==> src/rtl/interrupt_sequencer.sv <==
// Interrupt entry sequencer for a 6502-style core.
// Arbitrates RES/NMI/BRK/IRQ at instruction boundaries and then walks a fixed
// seven-cycle script: two dummy reads, three stack pushes (PCH, PCL, P) and a
// two-byte vector fetch. All state advances on the falling edge of phi2, and
// rdy=0 freezes everything, including the NMI edge detector.
module interrupt_sequencer #(
    parameter logic [15:0] VEC_NMI = 16'hFFFA,
    parameter logic [15:0] VEC_RES = 16'hFFFC,
    parameter logic [15:0] VEC_IRQ = 16'hFFFE
) (
    input  logic        phi2,
    input  logic        resb,
    input  logic        nmib,
    input  logic        irqb,
    input  logic        i_flag,
    input  logic        sync,
    input  logic        brk_op,
    input  logic        rdy,
    output logic        seq_active,
    output logic        stack_write,
    output logic [1:0]  push_sel,
    output logic        sp_decrement,
    output logic [15:0] vec_addr,
    output logic        vec_lo_load,
    output logic        vec_hi_load,
    output logic        vpb,
    output logic        b_push,
    output logic        set_i,
    output logic        clear_d,
    output logic        seq_done
);

    typedef enum logic [2:0] {
        S_IDLE = 3'd0,
        S_C1   = 3'd1,
        S_C2   = 3'd2,
        S_C3   = 3'd3,
        S_C4   = 3'd4,
        S_C5   = 3'd5,
        S_C6   = 3'd6,
        S_C7   = 3'd7
    } state_t;

    typedef enum logic [1:0] {
        SRC_RES = 2'd0,
        SRC_NMI = 2'd1,
        SRC_BRK = 2'd2,
        SRC_IRQ = 2'd3
    } src_t;

    // All externally visible strobes, registered together so that every
    // output changes only on the phi2 falling edge that enters a state.
    typedef struct packed {
        logic        seq_active;
        logic        stack_write;
        logic [1:0]  push_sel;
        logic        sp_decrement;
        logic [15:0] vec_addr;
        logic        vec_lo_load;
        logic        vec_hi_load;
        logic        vpb;
        logic        b_push;
        logic        set_i;
        logic        clear_d;
        logic        seq_done;
    } outs_t;

    state_t state_reg;
    state_t state_next;
    src_t   src_reg;
    src_t   src_next;
    logic   res_pend_reg;
    logic   res_pend_next;
    logic   nmi_pend_reg;
    logic   nmi_pend_next;
    logic   nmib_prev_reg;
    outs_t  outs_reg;

    logic   nmi_edge;
    logic   nmi_req;
    logic   irq_pend;
    logic   brk_pend;

    // Output decode for the state being entered; idle drives vpb high and
    // everything else low, including the vector address.
    function automatic outs_t decode_outs(input state_t st, input src_t src);
        outs_t       o;
        logic [15:0] base;
        o     = '0;
        o.vpb = 1'b1;
        case (src)
            SRC_RES: base = VEC_RES;
            SRC_NMI: base = VEC_NMI;
            default: base = VEC_IRQ;
        endcase
        o.seq_active = (st != S_IDLE);
        case (st)
            S_C3: begin
                o.push_sel     = 2'b01;
                o.sp_decrement = 1'b1;
                o.stack_write  = (src != SRC_RES);
            end
            S_C4: begin
                o.push_sel     = 2'b10;
                o.sp_decrement = 1'b1;
                o.stack_write  = (src != SRC_RES);
            end
            S_C5: begin
                o.push_sel     = 2'b11;
                o.sp_decrement = 1'b1;
                o.stack_write  = (src != SRC_RES);
                o.b_push       = (src == SRC_BRK);
            end
            S_C6: begin
                o.vec_addr    = base;
                o.vpb         = 1'b0;
                o.vec_lo_load = 1'b1;
                o.set_i       = 1'b1;
                o.clear_d     = 1'b1;
            end
            S_C7: begin
                o.vec_addr    = base + 16'd1;
                o.vpb         = 1'b0;
                o.vec_hi_load = 1'b1;
                o.seq_done    = 1'b1;
            end
            default: ;
        endcase
        return o;
    endfunction

    // Request qualification: the NMI edge counts in the cycle it is seen,
    // IRQ is a live level and BRK is only meaningful with the opcode fetch.
    always_comb begin
        nmi_edge = nmib_prev_reg & ~nmib;
        nmi_req  = nmi_pend_reg | nmi_edge;
        irq_pend = ~irqb & ~i_flag;
        brk_pend = sync & brk_op;
    end

    // Arbitration in IDLE (RES > NMI > BRK > IRQ) and linear sequence advance.
    // An NMI accepted during a sequence stays pending until the next boundary;
    // BRK coinciding with NMI is dropped, as on the NMOS part.
    always_comb begin
        state_next    = state_reg;
        src_next      = src_reg;
        res_pend_next = res_pend_reg;
        nmi_pend_next = nmi_req;
        case (state_reg)
            S_IDLE: begin
                if (res_pend_reg) begin
                    state_next    = S_C1;
                    src_next      = SRC_RES;
                    res_pend_next = 1'b0;
                end else if (sync) begin
                    if (nmi_req) begin
                        state_next    = S_C1;
                        src_next      = SRC_NMI;
                        nmi_pend_next = 1'b0;
                    end else if (brk_pend) begin
                        state_next = S_C1;
                        src_next   = SRC_BRK;
                    end else if (irq_pend) begin
                        state_next = S_C1;
                        src_next   = SRC_IRQ;
                    end
                end
            end
            S_C7:    state_next = S_IDLE;
            default: state_next = state_t'(state_reg + 3'd1);
        endcase
    end

    // Sequencer registers; reset aborts any sequence and re-arms RES, while
    // rdy low holds state, pending flags, edge history and outputs.
    always_ff @(negedge phi2 or negedge resb) begin
        if (!resb) begin
            state_reg     <= S_IDLE;
            src_reg       <= SRC_RES;
            res_pend_reg  <= 1'b1;
            nmi_pend_reg  <= 1'b0;
            nmib_prev_reg <= 1'b1;
            outs_reg      <= decode_outs(S_IDLE, SRC_RES);
        end else if (rdy) begin
            state_reg     <= state_next;
            src_reg       <= src_next;
            res_pend_reg  <= res_pend_next;
            nmi_pend_reg  <= nmi_pend_next;
            nmib_prev_reg <= nmib;
            outs_reg      <= decode_outs(state_next, src_next);
        end
    end

    assign seq_active   = outs_reg.seq_active;
    assign stack_write  = outs_reg.stack_write;
    assign push_sel     = outs_reg.push_sel;
    assign sp_decrement = outs_reg.sp_decrement;
    assign vec_addr     = outs_reg.vec_addr;
    assign vec_lo_load  = outs_reg.vec_lo_load;
    assign vec_hi_load  = outs_reg.vec_hi_load;
    assign vpb          = outs_reg.vpb;
    assign b_push       = outs_reg.b_push;
    assign set_i        = outs_reg.set_i;
    assign clear_d      = outs_reg.clear_d;
    assign seq_done     = outs_reg.seq_done;

endmodule

==> config.mk <==
export PLATFORM = sky130hd
export DESIGN_NAME = interrupt_sequencer
export DESIGN_NICKNAME = d
export VERILOG_FILES = /design/src/rtl/interrupt_sequencer.sv
export SDC_FILE = /design/constraint.sdc
export NUM_CORES = 1
export LEC_CHECK = 0
export ABC_CLOCK_PERIOD_IN_PS = 2900
export BUFFER_PORTS_ARGS = -buffer_cell sky130_fd_sc_hd__buf_2
export CAP_MARGIN = 10
export CORE_ASPECT_RATIO = 1.75
export CORE_MARGIN = 2
export CORE_UTILIZATION = 38
export DETAILED_ROUTE_END_ITERATION = 10
export HOLD_SLACK_MARGIN = 0.05
export PLACE_DENSITY_LB_ADDON = 0.2
export SLEW_MARGIN = 20
export SYNTH_ARGS = -nofsm -noshare
export SYNTH_HDL_FRONTEND = slang
export SYNTH_SLANG_ARGS = --single-unit
==> constraint.sdc <==
create_clock -name phi2 -period 2.9 [get_ports phi2]
set_input_delay 0.29 -clock phi2 [delete_from_list [all_inputs] [get_ports phi2]]
set_output_delay 0.29 -clock phi2 [all_outputs]
set_load 0.05 [all_outputs]
== Yosys cells after proc, flatten, opt, wreduce, memory -nomap -nowiden ==
Index checks and enable logic that the tools add are counted.
Storage, ports and cells
  input port bits: 8
  output and inout bits: 28
  word-level logic and storage cells: 63
  register bits after elaboration: 35
Cells by class
  bitwise operators: 7
  reductions and logical operators: 6
  $add $sub $neg: 2
  mux-type cells: 24
  eq/ne operators: 8
Operator list (number)
  16-bit case mux with 2 select lines: 1
  16-bit by 1-bit adder with 16-bit output (second input constant): 1
  16-bit two-way mux: 1
  3-bit equality test (second input constant): 5
  3-bit two-way mux: 5
  2-bit two-way mux: 7
  3-bit case mux with 2 select lines: 2
  4-bit case mux with 3 select lines: 1
  1-bit two-way mux: 7
  3-bit by 1-bit adder with 3-bit output (second input constant): 1
  1-bit bitwise AND: 3
  3-bit by 2-bit equality test with 1-bit output (second input constant): 1
  3-bit logical NOT: 1
  1-bit inverter: 3
  3-bit nonzero test: 1
  2-bit by 1-bit equality test with 1-bit output (second input constant): 1
  2-bit equality test (second input constant): 1
  2-bit logical NOT: 1
  2-bit AND reduction: 1
  2-bit nonzero test: 1
  2-bit OR reduction: 1
  1-bit OR: 1

== Logic depth before layout (Yosys ltp) ==
Gate-level depths: netlist of run 1.
  word-level depth: 13
  gate-level depth with buffers: 9
  gate-level depth less buffers: 7

==> results.json, run 1 <==
{
  "synth-async-reset-ratio_pct": 100.0,
  "antennaDiodeCount": 0,
  "synth_adder_area_share_pct": 2.064,
  "viasPerCell": 4.839,
  "place_congestion": 0.7956,
  "end_kind": "primary output",
  "grtUsageMet1_pct": 18.82,
  "cts_sinks": 21,
  "synth-simple-area-share_pct": 10.94,
  "ys_warn_count": 0,
  "syn_area_sq_mm": 0.001212,
  "placed_area_sq_mm": 0.001339,
  "die_h_um": 78.72,
  "r2r-start": "state_reg[0]$_DFFE_NN0P_",
  "synthTopCellsByArea": "dfrtn_1 (37%), buf_4 (9.3%), dfstp_2 (6.5%)",
  "ys_seq_elements": 21,
  "grt_pass1_vias": 897,
  "arrival_ns": 2.57,
  "grtUsageMet2_pct": 25.83,
  "grt_pass1_wl_um": 4174,
  "instances_no_fill": 192,
  "maxSlewHeadroom_pct": 68.60,
  "worstHoldEndpoint": "sp_decrement$_DFFE_NN0P_",
  "largest_register_ffs": 4,
  "clockRootBuffer": "clkbuf_8",
  "met3_usage_pct": 2.045,
  "die_area_sq_mm": 0.003676,
  "clock_latency_ns": 0.32,
  "dp_cells": 184,
  "slew_violations": 0,
  "vias": 929,
  "syn_nets": 131,
  "area_delta_synth_final_pct": 17.13,
  "stdcell_area_sq_mm": 0.001420,
  "fin_setup_tns_ns": 0,
  "r2r_end": "sp_decrement$_DFFE_NN0P_",
  "synth_compound_area_share_pct": 20.23,
  "synth_cell_types": 37,
  "start_util_pct": 39.01,
  "rsz0062_at_grt": "true",
  "h-tree-depth": 1,
  "synth.most_common_cell": "dfrtn_1",
  "yosys.area.top_type": "dfrtn_1",
  "synth_xor_xnor_area_share_pct": 0,
  "synth_mux_area_share_pct": 6.914,
  "synth_top_family_by_area": "compound AO/OA/AOI/OAI gates",
  "status": "completed",
  "synth_seq_area_share_pct": 43.65,
  "drt_pre_antenna_iters": 2,
  "ios": 36,
  "setup_viol": 0,
  "reg2reg_depth": 7,
  "busiest_layer": "met2",
  "grt_max_degree": 22,
  "antenna_found_initial": 0,
  "clk_path_buf_depth": 2,
  "synth_edf_count": 0,
  "min_from": "sp_decrement$_DFFE_NN0P_",
  "crit_type": "reg -> out",
  "fin_skew_ns": 0.05175,
  "track_usage_pct": 15.39,
  "post_drt_wl_per_cell_um": 13.42,
  "ff2ff_setup_slack_ns": 0.83,
  "floorplan.rows": 27,
  "fillers": 330,
  "synth_common_cells": "dfrtn_1 (18), buf_4 (15), inv_1 (12), nor2_1 (12), o22ai_1 (6)",
  "required_ns": 2.61,
  "drtIter0Drc": 2,
  "synth_top_area_share_pct": 37.15,
  "start_kind": "flop",
  "maxCapViolCount": 0,
  "hp-class": "reg -> reg",
  "fin_nets": 160,
  "hpwl_um": 1940,
  "clkTransAtPathRegs_ns": 0.05,
  "drive_gt1_share_pct": 40.27,
  "cts_buffers": 3,
  "drc": 0,
  "tightest_slew_ns": 0.4710,
  "core_region_area_sq_mm": 0.003108,
  "syn_avg_cell_area_sq_um": 10.02,
  "io_buffers": 35,
  "dominantRegCellSynth": "dfrtn_1",
  "final_hold_viol_count": 0,
  "synthCells": 121,
  "critPathMaxFanout": 7,
  "tritoncts": "done",
  "hold_depth": 2,
  "grt_overflow": 0,
  "ant_nets": 0,
  "drt_wl_total_um": 2576,
  "dieWidth_um": 46.70
}
worst max-delay path, cell delays in order (launching register included):
cell and delay, ns:
dfrtn_1 0.42, clkbuf_2 0.17, clkbuf_4 0.25
layer usage:
metal / vias to the layer above / part of all wire (%)
met4: 0 / 1.5
met1: 443 / 42
met3: 4 / 3.2
met2: 22 / 54
met5: - / 0
li1: 460 / -
how the worst max path moves through the flow:
stage | to | start | cells past startpoint | slack (ns)
after floorplan | stack_write$_DFFE_NN0P_ | brk_op | 6 | -0.05
after global placement | sp_decrement$_DFFE_NN0P_ | brk_op | 6 | -0.17
after detailed placement | sp_decrement$_DFFE_NN0P_ | brk_op | 6 | -0.20
after CTS | vec_addr[10] | vec_addr[14]$_DFFE_NN0P_ | 1 | -0.02
after global routing | vec_addr[8] | vec_addr[14]$_DFFE_NN0P_ | 2 | -0.03
final | vec_addr[13] | vec_addr[14]$_DFFE_NN0P_ | 2 | 0.04
area by class of cell:
| type | count | area, sq um | share of cell area (%) |
|---|---|---|---|
| clock buffer | 3 | 41.29 | 2.907 |
| clock inverter | 4 | 16.27 | 1.145 |
| inverter | 11 | 41.29 | 2.907 |
| multi-input combinational | 67 | 490.5 | 34.54 |
| sequential | 21 | 529.3 | 37.27 |
| tap | 43 | 53.80 | 3.789 |
| timing repair buffer | 43 | 247.7 | 17.44 |
cell families after synthesis:
family | after synthesis
muxes | 8
and+or+nand+nor | 25
AOI/OAI and AO/OA | 32
buffers and inverters | 33
adders and majority gates | 2
DFF | 21
per-stage QoR:
stage,setup slack [ns],util (%),hold slack [ns]
finish,0.04466,45.69,0.4492
detailed placement,-0.2050,43.08,0.4480
global route,-0.02531,45.69,0.4820
floorplan,-0.05163,-,0.4649
CTS,-0.02428,44.81,0.4505
global placement,-0.1686,43.08,0.4549
what timing repair did:
action,in CTS,in global routing
buffers inserted,0,2
endpoints found under the setup margin,13,13
hold buffers,0,0
resized for setup,0,6
placed cells by master, fill, tap and decap left out, drive strengths merged:
| cell | n |
|---|---|
| a211oi | 1 |
| a21oi | 5 |
| a221o | 1 |
| a221oi | 1 |
| a2bb2oi | 1 |
| a32oi | 1 |
| a41oi | 2 |
| buf | 36 |
| clkbuf | 10 |
| clkinv | 1 |
| dfrtn | 18 |
| dfstp | 3 |
| ha | 2 |
| inv | 14 |
| mux2 | 3 |
| mux2i | 5 |
| nand2 | 4 |
| nand2b | 2 |
| nand3 | 1 |
| nand3b | 1 |
| nor2 | 12 |
| nor2b | 2 |
| o2111a | 1 |
| o21a | 3 |
| o21ai | 5 |
| o21bai | 1 |
| o22ai | 6 |
| o311a | 1 |
| o31a | 1 |
| o31ai | 1 |
| o41ai | 1 |
| or2 | 1 |
| or2b | 1 |
| or3 | 1 |
Power of run 1 is left out: the tool's default activity adds up to more than one toggle a clock period on the data nets, which glitch-free logic cannot reach.
==> inputs of run 2 (changes only) <==
--- a/config.mk
+++ b/config.mk
@@ -13,6 +13,7 @@
 export CORE_UTILIZATION = 38
 export DETAILED_ROUTE_END_ITERATION = 10
 export HOLD_SLACK_MARGIN = 0.05
+export MAX_ROUTING_LAYER = met4
 export PLACE_DENSITY_LB_ADDON = 0.2
 export SLEW_MARGIN = 20
 export SYNTH_ARGS = -nofsm -noshare
==> run 2 against run 1 <==
Effect of this change:
- setup slack hardly changed
- register-to-register slack hardly changed
- non-clock buffer count stayed put
- routed wire length is 0.39% lower
- die area stayed put
- cell area stayed put
- critical path type unchanged
==> results.json, run 2 (synthesis results as in run 1) <==
{
  "vias": 923,
  "arrival_ns": 2.57,
  "placed_area_sq_mm": 0.001339,
  "fin_skew_ns": 0.05166,
  "path_cells": "clkbuf_2 > clkbuf_4",
  "h-tree-depth": 1,
  "final_core_util_pct": 45.69,
  "core_region_area_sq_mm": 0.003108,
  "maxCapViolCount": 0,
  "tritoncts": "done",
  "ios": 36,
  "dpl_worst_slack_ns": -0.2050,
  "viasPerCell": 4.807,
  "tightest_slew_ns": 0.4709,
  "drt-met1-wl_um": 1061,
  "drc": 0,
  "critical_path.max_stage_delay_ns": 0.42,
  "drt_pre_antenna_iters": 2,
  "worstHoldEndpoint": "sp_decrement$_DFFE_NN0P_",
  "antennaDiodeCount": 0,
  "stdcell_area_sq_mm": 0.001420,
  "slew_violations": 0,
  "area_delta_synth_final_pct": 17.13,
  "post_drt_wl_per_cell_um": 13.36,
  "grt_overflow": 0,
  "grt_max_degree": 22,
  "grt_pass1_wl_um": 4174,
  "maxUsedRoutingLayer": "met4",
  "fin_setup_tns_ns": 0,
  "end_kind": "primary output",
  "drtIter0Drc": 2,
  "clockRootBuffer": "clkbuf_8",
  "die_h_um": 78.72,
  "drive_gt1_share_pct": 40.27,
  "clk_path_buf_depth": 2,
  "status": "completed",
  "critPathMaxFanout": 7,
  "die_area_sq_mm": 0.003676,
  "place_congestion": 0.8069,
  "crit_type": "reg -> out",
  "start_util_pct": 39.01,
  "drt_wl_total_um": 2566,
  "cts_buffers": 3,
  "grt_pass1_vias": 897,
  "maxSlewHeadroom_pct": 68.61,
  "largest_register_ffs": 4,
  "dieWidth_um": 46.70,
  "antenna_found_initial": 0,
  "required_ns": 2.61,
  "reg2reg_depth": 7,
  "crit_buf_inv": 2,
  "clock_latency_ns": 0.32,
  "fin_nets": 160,
  "ant_nets": 0,
  "mostFrequentLayoutCell": "buf_2",
  "critical_path.top_delay_family": "buffers and inverters",
  "hpwl_um": 1940,
  "cts_sinks": 21,
  "min_from": "sp_decrement$_DFFE_NN0P_",
  "clkTransAtPathRegs_ns": 0.05,
  "final_hold_viol_count": 0,
  "start_kind": "flop",
  "r2r_end": "sp_decrement$_DFFE_NN0P_",
  "io_buffers": 35,
  "ff2ff_setup_slack_ns": 0.82,
  "floorplan.rows": 27,
  "layout_common_cells": "buf_2 (29), dfrtn_1 (18), inv_1 (14), nor2_1 (12), buf_4 (7)",
  "wl_met2_um": 1384,
  "hp-class": "reg -> reg",
  "hold_depth": 2,
  "fillers": 330,
  "setup_ws_ns": 0.04474,
  "setup_viol": 0,
  "track_usage_pct": 15.82,
  "r2r-start": "state_reg[0]$_DFFE_NN0P_",
  "worst_path_max_delay_cell": "dfrtn_1",
  "rsz0062_at_grt": "true",
  "route.met3.wl_um": 82
}
[run 2: cell counts in the layout (fill, tap and decap cells not counted)]
No cell type changed its count.
[run 2: worst register-to-register path: cells and delay by family (launching register included)]
kind                       cells  cell delay [ns]
DFF                            1             0.44
adders and majority gates      1             0.27
buffers and inverters          1             0.11
muxes                          1             0.30
and+or+nand+nor                3             0.57
AOI/OAI and AO/OA              1             0.23
[run 2: timing repair]
item,CTS,global route
endpoints found under the setup margin,13,13
cloned,0,0
buffers inserted,0,2
resized for setup,0,6
hold buffers,0,0
hold endpoints to repair,0,0
[run 2: stage by stage]
| stage | instances | hold WS [ns] |
|---|---|---|
| 2_1_floorplan | 121 | 0.4649 |
| 3_3_place_gp | 184 | 0.4549 |
| 3_5_place_dp | 184 | 0.4480 |
| 4_1_cts | 190 | 0.4505 |
| 5_1_grt | 192 | 0.4820 |
| 6_report | 192 | 0.4492 |
[run 2: worst max-delay path by stage]
stage,startpoint,to,slack [ns],depth (start not counted)
final,vec_addr[14]$_DFFE_NN0P_,vec_addr[13],0.04,2
after floorplan,brk_op,stack_write$_DFFE_NN0P_,-0.05,6
after detailed placement,brk_op,sp_decrement$_DFFE_NN0P_,-0.20,6
after CTS,vec_addr[14]$_DFFE_NN0P_,vec_addr[10],-0.02,1
after global routing,vec_addr[14]$_DFFE_NN0P_,vec_addr[8],-0.03,2
after global placement,brk_op,sp_decrement$_DFFE_NN0P_,-0.17,6
[run 2: final cells by class]
type	count	area [sq um]	area share, %
Timing Repair Buffer	43	247.7	17.44
Inverter	11	41.29	2.907
Multi-Input combinational cell	67	490.5	34.54
Clock buffer	3	41.29	2.907
Sequential cell	21	529.3	37.27
Tap cell	43	53.80	3.789
Clock inverter	4	16.27	1.145
[run 2: metal layers]
metal  vias to the layer above  GRT usage (%)
met5                         -              -
met4                         0          6.667
met3                         4          2.045
met2                        22          25.83
met1                       437          18.97
li1                        460              -
Power of run 2 is left out for the same reason.
==> inputs of run 3 (changes only) <==
--- a/config.mk
+++ b/config.mk
@@ -8,9 +8,11 @@
 export ABC_CLOCK_PERIOD_IN_PS = 2900
 export BUFFER_PORTS_ARGS = -buffer_cell sky130_fd_sc_hd__buf_2
 export CAP_MARGIN = 10
+export CELL_PAD_IN_SITES_DETAIL_PLACEMENT = 1
+export CELL_PAD_IN_SITES_GLOBAL_PLACEMENT = 2
 export CORE_ASPECT_RATIO = 1.75
 export CORE_MARGIN = 2
-export CORE_UTILIZATION = 38
+export CORE_UTILIZATION = 33
 export DETAILED_ROUTE_END_ITERATION = 10
 export HOLD_SLACK_MARGIN = 0.05
 export MAX_ROUTING_LAYER = met4
==> constraint.sdc (replaced) <==
create_clock -name phi2 -period 2.9 [get_ports phi2]
set_input_delay 0.58 -clock phi2 [delete_from_list [all_inputs] [get_ports phi2]]
set_output_delay 0.58 -clock phi2 [all_outputs]
set_load 0.05 [all_outputs]
==> run 3 against run 2 <==
Effect of this change:
- register-to-register slack worse by 0.05 ns
- core utilization rose by 6.8 points
- the flow now finishes with violations (setup timing)
- cell area rose by 31%
- clock-buffer cell count is 1 higher
- via count increased by 11%
- hold slack better by 0.054 ns
- non-clock buffer count grew 11
- die area increased by 14%
- global-route usage increased by 1.3 points
==> results.json, run 3 (synthesis results as in run 1) <==
{
  "maxCapViolCount": 0,
  "dieWidth_um": 49.82,
  "clockRootBuffer": "clkbuf_8",
  "layout_common_cells": "buf_6 (28), dfrtn_1 (18), buf_4 (14), inv_1 (13), nor2_1 (8)",
  "cts_hold_buf": 0,
  "antennaDiodeCount": 0,
  "grt_overflow": 0,
  "viasPerCell": 4.985,
  "min_from": "sp_decrement$_DFFE_NN0P_",
  "drtIter0Drc": 13,
  "final_hold_viol_count": 0,
  "start_kind": "flop",
  "mostFrequentLayoutCell": "buf_6",
  "place_congestion": 0.7821,
  "die_h_um": 84.19,
  "violations": "setup timing",
  "cts_sinks": 21,
  "setup.worst_path.start": "vec_addr[14]$_DFFE_NN0P_",
  "ant_nets": 0,
  "ios": 36,
  "clkTransAtPathRegs_ns": 0.05,
  "placed_area_sq_mm": 0.001410,
  "track_usage_pct": 17.11,
  "drive_gt1_share_pct": 56.88,
  "area_delta_synth_final_pct": 53.97,
  "drt_pre_antenna_iters": 2,
  "arrival_ns": 2.52,
  "grt_pass1_wl_um": 5437,
  "clk_path_buf_depth": 2,
  "final_core_util_pct": 52.50,
  "fin_nets": 171,
  "required_ns": 2.32,
  "grt_max_degree": 22,
  "tightest_slew_ns": 0.4852,
  "hpwl_um": 2318,
  "start_util_pct": 34.10,
  "setup_viol": 30,
  "io_buffers": 35,
  "floorplan.rows": 29,
  "die_area_sq_mm": 0.004194,
  "rsz0062_at_grt": "true",
  "post_drt_wl_per_cell_um": 16.45,
  "r2r-start": "state_reg[0]$_DFFE_NN0P_",
  "dpl_worst_slack_ns": -0.4855,
  "slew_violations": 0,
  "fin_skew_ns": 0.06104,
  "h-tree-depth": 1,
  "clock_latency_ns": 0.33,
  "drt_wl_total_um": 3388,
  "grt_pass1_vias": 1091,
  "cts_buffers": 3,
  "critPathMaxFanout": 11,
  "vias": 1027,
  "crit_type": "reg -> out",
  "core_region_area_sq_mm": 0.003556,
  "setup_ws_ns": -0.1975,
  "status": "finished, violations left",
  "drc": 0,
  "largest_register_ffs": 4,
  "stdcell_area_sq_mm": 0.001867,
  "tritoncts": "done",
  "antenna_found_initial": 0,
  "hp-class": "reg -> reg",
  "maxSlewHeadroom_pct": 66.73,
  "end_kind": "primary output"
}
[run 3: final cells by class]
cell class | instances | area, sq um
fill | 413 | 1689
multi-input combinational | 67 | 619.3
timing repair buffer | 54 | 563.0
sequential | 21 | 529.3
tap | 46 | 57.56
clock buffer | 4 | 45.04
inverter | 11 | 41.29
clock inverter | 3 | 11.26
[run 3: final timing paths]
path	depth (start not counted)	slack, ns	endpoint
worst max-delay path	2	-0.20	vec_addr[7]
worst max register to register	8	0.77	src_reg[1]$_DFFE_NN0P_
max in group asynchronous	1	0.89	vpb$_DFFE_NN1P_
worst min register to register	2	0.50	sp_decrement$_DFFE_NN0P_
worst min-delay path	2	0.50	sp_decrement$_DFFE_NN0P_
min in group asynchronous	1	1.60	b_push$_DFFE_NN0P_
[run 3: timing repair]
action | 4_1_cts | 5_1_grt
buffers inserted | 3 | 1
resized for setup | 69 | 31
endpoints found under the setup margin | 42 | 41
pin swaps | 5 | 7
[run 3: per-stage QoR]
| stage | hold slack (ns) | cells | setup TNS, ns |
|---|---|---|---|
| 6_report | 0.5032 | 206 | -3.491 |
| 5_1_grt | 0.5455 | 206 | -4.997 |
| 4_1_cts | 0.5031 | 205 | -3.393 |
| 3_5_place_dp | 0.4684 | 196 | -5.680 |
| 3_3_place_gp | 0.4599 | 196 | -5.366 |
| 2_1_floorplan | 0.4649 | 121 | -5.802 |
[run 3: metal layers]
metal,part of all wire [%],global-route usage [%],vias to the layer above
li1,-,-,481
met1,37,18.13,520
met2,60,32.12,24
met3,3.0,1.957,2
met4,0.38,5.051,0
met5,0,-,-
[run 3: critical path, stage by stage (launching register included)]
cell and delay, ns:
dfrtn_1 0.46, buf_12 0.17, buf_6 0.17
Power of run 3 is left out for the same reason.
